==> config.mk <==
export PLATFORM = sky130hd
export DESIGN_NAME = decode_ctrl_seq
export DESIGN_NICKNAME = d
export VERILOG_FILES = /design/src/rtl/decode_ctrl_seq.sv
export SDC_FILE = /design/constraint.sdc
export NUM_CORES = 1
export LEC_CHECK = 0
export BUFFER_PORTS_ARGS = -buffer_cell sky130_fd_sc_hd__buf_2
export CAP_MARGIN = 40
export CELL_PAD_IN_SITES_DETAIL_PLACEMENT = 2
export CELL_PAD_IN_SITES_GLOBAL_PLACEMENT = 2
export CORE_AREA = 5 5 61 103
export DETAILED_ROUTE_END_ITERATION = 8
export DIE_AREA = 0 0 66 108
export GPL_ROUTABILITY_DRIVEN = 0
export GPL_TIMING_DRIVEN = 1
export PLACE_DENSITY_LB_ADDON = 0.1
export SETUP_SLACK_MARGIN = 0.2
export SLEW_MARGIN = 10
export SYNTH_ARGS = -nofsm -noshare
export SYNTH_HDL_FRONTEND = slang
export SYNTH_SLANG_ARGS = --single-unit
==> constraint.sdc <==
create_clock -name clk -period 2.21 [get_ports clk]
set_input_delay 0.3315 -clock clk [delete_from_list [all_inputs] [get_ports clk]]
set_output_delay 0.3315 -clock clk [all_outputs]
set_load 0.005 [all_outputs]
==> src/rtl/decode_ctrl_seq.sv <==
// rtl/decode_ctrl_seq.sv - registered instruction decoder with multi-cycle issue hold for MULT and FR add/sub.
// Optional DOUBLE_FMT_EN: makes FR fmt 0x11 legal with latency 2*FP_LATENCY.
module decode_ctrl_seq #(
  parameter int FP_LATENCY   = 3,
  parameter int MULT_LATENCY = 2,
  parameter int CNT_W        = 5
) (
  input  logic       clk,
  input  logic       reset_n,
  input  logic       instr_valid,
  output logic       instr_ready,
  input  logic [5:0] opcode,
  input  logic [5:0] functcode,
  input  logic [4:0] fmt,
  input  logic       zero,
  output logic       ctrl_valid,
  output logic       stall,
  output logic       illegal,
  output logic       regWrite,
  output logic       muxA_en,
  output logic       dm_we,
  output logic       multiplyEn,
  output logic [1:0] muxB_en,
  output logic [1:0] regWriteAddSelect,
  output logic [1:0] muxPC,
  output logic [1:0] muxWD3_en,
  output logic [2:0] ALUop,
  output logic       floatWriteAddrSelect,
  output logic       floatRegWrite,
  output logic       floatRWSelect
);

  typedef struct packed {
    logic       reg_write;
    logic       mux_a_en;
    logic       dm_we;
    logic       multiply_en;
    logic [1:0] mux_b_en;
    logic [1:0] reg_write_add_select;
    logic [1:0] mux_pc;
    logic [1:0] mux_wd3_en;
    logic [2:0] alu_op;
    logic       float_write_addr_select;
    logic       float_reg_write;
    logic       float_rw_select;
  } ctrl_t;

  typedef enum logic {S_ISSUE, S_WAIT} state_t;

  state_t           state, state_nxt;
  logic [CNT_W-1:0] cnt, cnt_nxt;
  ctrl_t            bundle, bundle_nxt, dec;
  logic             valid_q, valid_nxt, illegal_q, illegal_nxt;
  logic             dec_illegal;
  logic [CNT_W-1:0] dec_lat;

  always_comb begin
    dec         = '0;
    dec_illegal = 1'b0;
    dec_lat     = CNT_W'(1);
    case (opcode)
      6'h00: begin
        dec.mux_b_en             = 2'd1;
        dec.reg_write_add_select = 2'd2;
        dec.mux_wd3_en           = 2'd1;
        case (functcode)
          6'h20: dec.reg_write = 1'b1;
          6'h22: begin dec.reg_write = 1'b1; dec.alu_op = 3'd1; end
          6'h2A: begin dec.reg_write = 1'b1; dec.alu_op = 3'd3; end
          6'h08: dec.mux_pc = 2'd2;
          6'h18: begin dec.multiply_en = 1'b1; dec_lat = CNT_W'(MULT_LATENCY); end
          6'h10: begin dec.reg_write = 1'b1; dec.mux_wd3_en = 2'd2; end
          6'h12: begin dec.reg_write = 1'b1; dec.mux_wd3_en = 2'd3; end
          default: dec_illegal = 1'b1;
        endcase
      end
      6'h23: dec.reg_write = 1'b1;
      6'h2B, 6'h39: dec.dm_we = 1'b1;
      6'h31: begin dec.float_write_addr_select = 1'b1; dec.float_reg_write = 1'b1; end
      6'h04: begin dec.mux_b_en = 2'd1; dec.alu_op = 3'd1; dec.mux_pc = zero ? 2'd3 : 2'd0; end
      6'h05: begin dec.mux_b_en = 2'd1; dec.alu_op = 3'd1; dec.mux_pc = zero ? 2'd0 : 2'd3; end
      6'h08: begin dec.reg_write = 1'b1; dec.mux_wd3_en = 2'd1; end
      6'h0E: begin dec.reg_write = 1'b1; dec.mux_wd3_en = 2'd1; dec.alu_op = 3'd2; end
      6'h02: dec.mux_pc = 2'd1;
      6'h03: begin
        dec.reg_write = 1'b1; dec.mux_a_en = 1'b1; dec.mux_b_en = 2'd2;
        dec.reg_write_add_select = 2'd1; dec.mux_wd3_en = 2'd1; dec.mux_pc = 2'd1;
      end
      6'h11: begin
        dec.float_reg_write      = 1'b1;
        dec.float_rw_select      = 1'b1;
        dec.reg_write_add_select = 2'd3;
        dec.alu_op               = {2'b00, functcode[0]};
        dec_lat                  = CNT_W'(FP_LATENCY);
        if (functcode != 6'h00 && functcode != 6'h01) dec_illegal = 1'b1;
`ifdef DOUBLE_FMT_EN
        else if (fmt == 5'h11) dec_lat = CNT_W'(2 * FP_LATENCY);
`endif
        else if (fmt != 5'h10) dec_illegal = 1'b1;
      end
      default: dec_illegal = 1'b1;
    endcase
    // An undecodable instruction must not leak partial controls.
    if (dec_illegal) begin
      dec     = '0;
      dec_lat = CNT_W'(1);
    end
  end

  always_comb begin
    state_nxt   = state;
    cnt_nxt     = cnt;
    bundle_nxt  = bundle;
    valid_nxt   = 1'b0;
    illegal_nxt = 1'b0;
    case (state)
      S_ISSUE: begin
        if (instr_valid) begin
          bundle_nxt = dec;
          if (dec_lat <= CNT_W'(1)) begin
            valid_nxt   = 1'b1;
            illegal_nxt = dec_illegal;
          end else begin
            cnt_nxt   = dec_lat - CNT_W'(1);
            state_nxt = S_WAIT;
          end
        end
      end
      S_WAIT: begin
        if (cnt <= CNT_W'(1)) begin
          cnt_nxt   = '0;
          valid_nxt = 1'b1;
          state_nxt = S_ISSUE;
        end else begin
          cnt_nxt = cnt - CNT_W'(1);
        end
      end
      default: state_nxt = S_ISSUE;
    endcase
  end

  always_ff @(posedge clk or negedge reset_n) begin
    if (!reset_n) begin
      state     <= S_ISSUE;
      cnt       <= '0;
      bundle    <= '0;
      valid_q   <= 1'b0;
      illegal_q <= 1'b0;
    end else begin
      state     <= state_nxt;
      cnt       <= cnt_nxt;
      bundle    <= bundle_nxt;
      valid_q   <= valid_nxt;
      illegal_q <= illegal_nxt;
    end
  end

  assign instr_ready = (state == S_ISSUE);
  assign stall       = (state == S_WAIT);
  assign ctrl_valid  = valid_q;
  assign illegal     = illegal_q;

  // Side-effecting enables stay off until the long-latency result is due.
  assign regWrite             = bundle.reg_write & ~stall;
  assign dm_we                = bundle.dm_we & ~stall;
  assign multiplyEn           = bundle.multiply_en & ~stall;
  assign floatRegWrite        = bundle.float_reg_write & ~stall;
  assign muxA_en              = bundle.mux_a_en;
  assign muxB_en              = bundle.mux_b_en;
  assign regWriteAddSelect    = bundle.reg_write_add_select;
  assign muxPC                = bundle.mux_pc;
  assign muxWD3_en            = bundle.mux_wd3_en;
  assign ALUop                = bundle.alu_op;
  assign floatWriteAddrSelect = bundle.float_write_addr_select;
  assign floatRWSelect        = bundle.float_rw_select;

endmodule

# After elaboration in Yosys (flattened, before gate mapping)
# Index checks and enable logic that the tools add are counted.
# word_totals
word_cells	104
romBits	0
out_inout_bits	22
mem_bits_rw	0
latchBits	0
in_bits	21
regBits	26
n_memories	0
# classes
multipliers	0
bitwise	5
magnitude_cmp	2
eq_ne	22
div_mod_pow	0
shifts	0
n_reduce_logical	15
n_addsub	2
n_mux	42
# ops
op	n
6-bit == test, second input constant	7
6-bit by 5-bit == test with 1-bit output, second input constant	4
1-bit two-way mux	20
5-bit two-way mux	4
2-bit one-hot mux with 2 select lines	5
6-bit by 4-bit == test with 1-bit output, second input constant	3
18-bit two-way mux	1
6-bit by 2-bit == test with 1-bit output, second input constant	2
6-bit by 3-bit == test with 1-bit output, second input constant	2
3-bit one-hot mux with 4 select lines	1
5-bit by 1-bit less-or-equal comparator with 1-bit output, second input constant	2
5-bit one-hot mux with 2 select lines	1
10-bit OR reduction	1
5-bit by 1-bit subtractor with 5-bit output, second input constant	2
2-bit two-way mux	4
2-bit one-hot mux with 4 select lines	1
2-bit OR reduction	4
7-bit OR reduction	1
6-bit zero test	1
6-bit by 1-bit != test with 1-bit output, second input constant	1
1-bit one-hot mux with 2 select lines	3
2-bit one-hot mux with 3 select lines	1
6-bit nonzero test	1
3-bit OR reduction	2
9 further kinds	14

# Logic depth before layout (Yosys ltp)
# Gate-level depths: netlist of run 1.
# logic_depth
word_depth	9
depth_mapped	11
mapped_depth_nobuf	10

# Worst setup path before layout of run 1
# OpenSTA, ideal clock, no wires.
# synth_path
kind	input-to-reg
from	input opcode[0]
to	register cnt[1]
arrival_ns	2.167
path_stages	11
path_buffers	1
setup_slack_ns	-0.092
required_time_ns	2.075
cell_sequence	clkbuf_1 -> nor4_1 -> nand4_1 -> inv_2 -> nor2_1 -> nor4_1 -> inv_1 -> ha_1 -> nand2_1 -> o41ai_1 -> o22ai_1
# synth_between
elab_chain_len	8
word_cells_on_any_way	23
cone_classes	add/sub: 1; order compare: 1; eq/ne: 12; mux: 6; reduce/logical: 3
# synth_lines
item	line_no	rtl
start, declared	12	input logic [5:0] opcode,
6-bit == test (tied with other cells)	61	case (opcode)
10-bit OR reduction (no line)	--	
1-bit one-hot mux with 3 select lines	61	
5-bit two-way mux *	104	if (dec_illegal) begin
5-bit by 1-bit subtractor with 5-bit output	124	cnt_nxt = dec_lat - CNT_W'(1);
5-bit two-way mux	120	if (dec_lat <= CNT_W'(1)) begin
5-bit two-way mux	118	if (instr_valid) begin
5-bit one-hot mux with 2 select lines	116	case (state)
end signal, assigned	151	cnt <= cnt_nxt;
end, declared	51	logic [CNT_W-1:0] cnt, cnt_nxt;
# Mark *: on every way between the ends. The rest lies on a longest branch, timed or not. The select of a mux whose other input is x is not followed.
# A chain may end at the register's enable or synchronous reset.

# Worst setup path in the final report of run 1
# layout_path
from	input functcode[0]
to	register cnt[1]
# layout_between
elab_chain_len	9
word_cells_on_any_way	24
cone_classes	add/sub: 1; order compare: 1; eq/ne: 9; mux: 9; reduce/logical: 4
# layout_lines
item	line_no	rtl
start, declared	13	input logic [5:0] functcode,
6-bit by 5-bit == test with 1-bit output (tied with other cells)	66	case (functcode)
7-bit OR reduction (no line) / 1-bit logical AND (equally long branches)	--	
1-bit two-way mux, on equally long branches	66, 95	
1-bit one-hot mux with 3 select lines	61	
5-bit two-way mux *	104	
5-bit by 1-bit subtractor with 5-bit output	124	
5-bit two-way mux	120	
5-bit two-way mux	118	
5-bit one-hot mux with 2 select lines	116	
# Marked as above.

==> metrics.cfg, run 1 <==
[run_status]
outcome=finished, violations left
violations=setup timing

[setup_path]
cp_data_required_time_ns=2.35
timing.rr.end=floatWriteAddrSelect
r2r-start=stall
path_class=in2reg
worstPathMaxFanout=4
regToRegSetupSlack_ns=0.53
start_kind=primary input
critical_path_arrival_ns=2.37
reg2regPathDepth=5
endpoint_kind=flip-flop

[detailed_routing]
drtIter0Drc=72
ant_nets=0
drc=0
routed_wl_um=7403
wl_per_cell_um=21.84
first_pass_iters=4
vias=1837
vias_per_cell=5.419

[power_and_ir_drop]
leakagePower_uw=0.001102
vdd_ir_drop_max_mv=0.2062
clock_power_share=0.376
combPwrFrac=0.199
seq_power_share=0.424
power_density_nw_per_um2=442.4
total_power_uw=1064
power.switching_uw=286.8
internal-power_uw=776.9
p_sw_frac=0.2696

[cells_and_area]
n_antenna_cell=0
drive_above_1_share=0.4113
syn_to_final_growth_pct=42.27
fin_area_um2=2405
final_nets=290
final_util=0.4538

[floorplan]
start_util=0.3190
num_rows=35
die_h_um=108
pin_count=43
die_x_um=66
core_um2=5299
die_area_um2=7128

[synth]
ys.warnings.count=0
synthArstFlopShare=1.000
yosys_most_used_dff=dfrtp_1
synthSimpleGateAreaFrac=0.3109
synthXorXnorAreaFrac=0.01036
synth_nets=227
syn_inst=203
yosys-top-cells-area=dfrtp_1 (36%), nand2_1 (6.4%), buf_4 (4.9%), o21ai_0 (3.6%), o31ai_1 (3.6%)
synth_top_family_by_area=simple AND/OR/NAND/NOR gates
synth.most_common_cell=nand2_1
seq_area_frac_synth=0.3553
synthAdderAreaFrac=0.02221
synth_edf_count=0
synthDistinctLibCells=52
netlist_area_um2=1690
post-synth-top-area-fraction=0.3553
post-synth-top-area-cell=dfrtp_1
ys_ff_latch=24
muxShareOfSynthArea=0.006662
synthTopCellsByCount=nand2_1 (29), dfrtp_1 (24), nor2_1 (15)
syn_area_per_cell_um2=8.327
synth_compound_area_frac=0.1999

[global_route]
gr-total-overflow=0
antenna_found_initial=0
grt_pass1_vias=1990
grt_usage=0.1832
grt_first_pass_wirelength_um=10140
grt_max_degree=25

[cts]
clock_sinks=24
cts_buffers=3
cts_htree_levels=1
cts-root-buf=clkbuf_8
tritoncts=done
clk_path_buf_depth=2
clk_pin_slew_ns=0.10
clock_latency_ns=0.27

[timing]
finalSetupViolCount=1
drv_slew=0
tns_ns=-0.02096
holdWs_ns=0.02982
relSlewSlack=0.4961
setup_ws_ns=-0.02096
hold_viol_final=0
min_period_ns=2.231
rsz0062_at_grt=true
max_freq_mhz=448.2
post-route-period-util=1.009
fin_skew_ns=0.004421
worst_pin_slew_ns=0.7463

[place]
dp.final_hpwl_um=5028
io_buffers=41
placed_cell_area_um2=2136

[flow_run]
cap_violations=0

[worst_hold_path]
min_path_type=in2async

-- per-layer routing --
layer / global-route usage / share of wire
met2: 0.3690 / 0.60
met4: 0.05814 / 0.024
met1: 0.1915 / 0.35
met3: 0.01455 / 0.026
met5: 0 / 0
-- layout by cell type (no fill, tap or decap), types with 3 or more instances in the layout --
| cell type | count |
|---|---|
| and3_1 | 3 |
| buf_6 | 5 |
| nand3_1 | 3 |
| o41ai_2 | 3 |
| nor4_4 | 4 |
| a31oi_1 | 5 |
| o211ai_1 | 5 |
| and2_1 | 3 |
| nor2_1 | 14 |
| nand2_1 | 29 |
| nand4_1 | 5 |
| o31ai_1 | 7 |
| buf_2 | 39 |
| o21ai_0 | 12 |
| dfrtp_1 | 24 |
| nor2b_1 | 8 |
| inv_1 | 5 |
| clkbuf_8 | 3 |
| nor3_1 | 3 |
| buf_4 | 34 |
| nand4b_1 | 3 |
| a21oi_1 | 3 |
-- final cells by class --
cell class | count | area (um2)
tap | 74 | 92.59
inverter | 7 | 26.28
clock inverter | 1 | 30.03
clock buffer | 3 | 41.29
timing repair buffer | 80 | 541.8
fill | 598 | 2894
sequential | 24 | 600.6
multi-input combinational | 150 | 1072
-- power by group through the flow --
stage                     Clock, uW  Combinational [uW]  Sequential [uW]
after CTS                       397                 188              452
final                           400                 212              452
after detailed placement          0                 185              460
after global placement            0                 176              460
after floorplan                   0                93.8              459
after global routing            421                 230              453
-- critical path: stages --
cell and delay, ns:
buf_2 0.13, or2_2 0.34, o311a_4 0.41, nor4_4 0.33, inv_2 0.08, ha_4 0.26
nand2_1 0.07, o41ai_2 0.28, o22ai_1 0.14
-- worst max-delay path by stage --
stage	startpoint	endpoint	slack [ns]	depth (start not counted)
floorplan	opcode[2]	cnt[1]	0.08	11
CTS	opcode[2]	floatWriteAddrSelect	0.10	7
detailed placement	opcode[2]	cnt[1]	-0.25	10
global route	opcode[2]	cnt[1]	-0.11	12
global placement	opcode[2]	cnt[1]	-0.09	10
finish	functcode[0]	cnt[1]	-0.02	9
-- registers in the layout, summed over array words and instances, names as in the netlist --
register              cells
muxB_en                   1
stall                     1
muxPC                     2
muxA_en                   1
ALUop                     2
cnt                       5
bundle                    4
ctrl_valid                1
illegal                   1
muxWD3_en                 2
regWriteAddSelect         2
floatRWSelect             1
floatWriteAddrSelect      1
-- stage by stage --
| step | instances | setup slack (ns) |
|---|---|---|
| final | 339 | -0.02096 |
| after floorplan | 203 | 0.07986 |
| after CTS | 333 | 0.1044 |
| after global routing | 339 | -0.1083 |
| after global placement | 324 | -0.08884 |
| after detailed placement | 324 | -0.2525 |
-- cells by family (layout without fill, tap and decap cells) --
group / count (synthesis) / count (layout)
muxes: 1 / 1
other: 1 / 1
DFF: 24 / 24
and+or+nand+nor: 95 / 95
buffers and inverters: 29 / 91
xor gates and xnor gates: 2 / 2
AOI/OAI and AO/OA: 48 / 48
adders and majority gates: 3 / 3
-- repair_timing --
action                                  CTS  global route
endpoints found under the setup margin   13            15
gates resized for setup                   2            24
buffers inserted                          5             6
hold buffers                              0             0
pin swaps                                 5             2
Power figures use the tool's default switching activity.
==> inputs of run 2 (changes only) <==
BUFFER_PORTS_ARGS = not set   (was -buffer_cell sky130_fd_sc_hd__buf_2)
CORE_AREA = 2 2 53 93   (was 5 5 61 103)
DIE_AREA = 0 0 55 95   (was 0 0 66 108)
DONT_BUFFER_PORTS = 1   (was not set)
==> run 2 against run 1 <==
  * The flow now finishes without violations
  * Clock-buffer cell count is the same
  * Setup slack improved by 0.27 ns
  * Register-to-register slack got worse by 0.04 ns
  * Die area down 27%
  * Final area is 20% lower
  * Critical path depth fell by 1
  * Non-clock buffer count shrank 64
==> metrics.cfg, run 2 (same netlist as run 1, synthesis figures left out) <==
[timing]
min_period_ns=1.963
hold_viol_final=0
max_freq_mhz=509.5
tns_ns=0
fin_skew_ns=0.008027
rsz0062_at_grt=true
finalSetupViolCount=0
worst_pin_slew_ns=0.7652
relSlewSlack=0.4834
holdWs_ns=0.2311
post-route-period-util=0.8881
drv_slew=0

[cells_and_area]
layout_commonest_cell=nand2_1
syn_to_final_growth_pct=13.32
top_register=cnt
largest_reg_flops=5
drive_above_1_share=0.1841
final_nets=226
largestRegisters=cnt x5, bundle x4
layout_common_cells=nand2_1 (29), dfrtp_1 (24), nor2_1 (14)
final_util=0.4218
instances_no_fill=253
n_antenna_cell=0
nFillCells=528

[setup_path]
reg2regPathDepth=6
critical_path_arrival_ns=2.11
regToRegSetupSlack_ns=0.49
endpoint_kind=flip-flop
start_kind=primary input
path_class=in2reg
setup.worst_path.start=functcode[0]
cp_data_required_time_ns=2.36
r2r-start=cnt[1]
timing.rr.end=cnt[2]
worstPathMaxFanout=5

[floorplan]
die_h_um=95
start_util=0.3722
die_x_um=55
num_rows=33
die_area_um2=5225
core_um2=4542
pin_count=43

[global_route]
antenna_found_initial=0
grt_usage=0.2248
grt_pass1_vias=1722
grt_first_pass_wirelength_um=8438
gr-total-overflow=0
grt_max_degree=25

[power_and_ir_drop]
power_density_nw_per_um2=501.9
leakagePower_uw=0.0007817
vdd_ir_drop_max_mv=0.3843
total_power_uw=961.4

[detailed_routing]
routed_wl_um=5357
wl_per_cell_um=21.17
ant_nets=0
vias=1519
vias_per_cell=6.004
first_pass_iters=4
drtIter0Drc=13
drc=0

[cts]
cts_htree_levels=1
tritoncts=done
cts-root-buf=clkbuf_8
clk_path_buf_depth=2
cts_buffers=3
clock_sinks=24
clk_pin_slew_ns=0.09
clock_latency_ns=0.27

[worst_hold_path]
whs_endpoint=bundle[15]
min_path_type=in2reg
whs_path_depth=2
hold_path.startpoint=opcode[3]

[place]
place_inst=244
io_buffers=0
dp.final_hpwl_um=4238

[flow_run]
cap_violations=0

[run_status]
outcome=complete, no violations

==> run 2: final cells by class <==
class	count	area, um2	share of cell area
tap	52	65.06	0.03396
multi-input combinational	150	1005	0.5245
sequential	24	600.6	0.3135
inverter	7	26.28	0.01372
clock inverter	1	30.03	0.01568
timing repair buffer	16	147.6	0.07707
clock buffer	3	41.29	0.02155
==> run 2: worst max-delay path: stages <==
cell	delay (ns)
or2_2	0.30
o311a_4	0.40
nor4_2	0.31
inv_1	0.09
ha_1	0.28
nand2_1	0.06
o41ai_2	0.22
o22ai_1	0.12
==> run 2: power by group <==
group,switching [uW],internal [uW]
logic,68.9,51.0
registers,6.28,447
clock network,146,242
total,222,740
==> run 2: through the flow <==
stage | worst slack (ns) | instance area, um2
3_5_place_dp | -0.06737 | 1775
3_3_place_gp | 0.009458 | 1775
2_1_floorplan | 0.07986 | 1754
4_1_cts | 0.2424 | 1884
6_report | 0.2473 | 1916
5_1_grt | 0.1484 | 1916
==> run 2: how the worst max path moves through the flow <==
stage	end	cells past startpoint	slack, ns
5_1_grt	cnt[1]	8	0.15
3_5_place_dp	cnt[1]	10	-0.07
2_1_floorplan	cnt[1]	11	0.08
6_report	cnt[1]	8	0.25
4_1_cts	cnt[1]	10	0.24
3_3_place_gp	cnt[1]	10	0.009
==> run 2: timing repair <==
item	CTS	global route
hold buffers	2	0
setup endpoints to repair	1	7
gates resized for setup	0	2
buffers inserted	1	2
hold endpoints to repair	24	0
pin swaps	2	2
==> run 2: layer usage <==
layer / wire [um] / vias to the layer above / GRT usage
met4: 123 / 0 / 0.07317
met2: 3104 / 39 / 0.4335
met3: 179 / 10 / 0.02373
li1: - / 719 / -
met1: 1949 / 751 / 0.2347
met5: 0 / - / 0
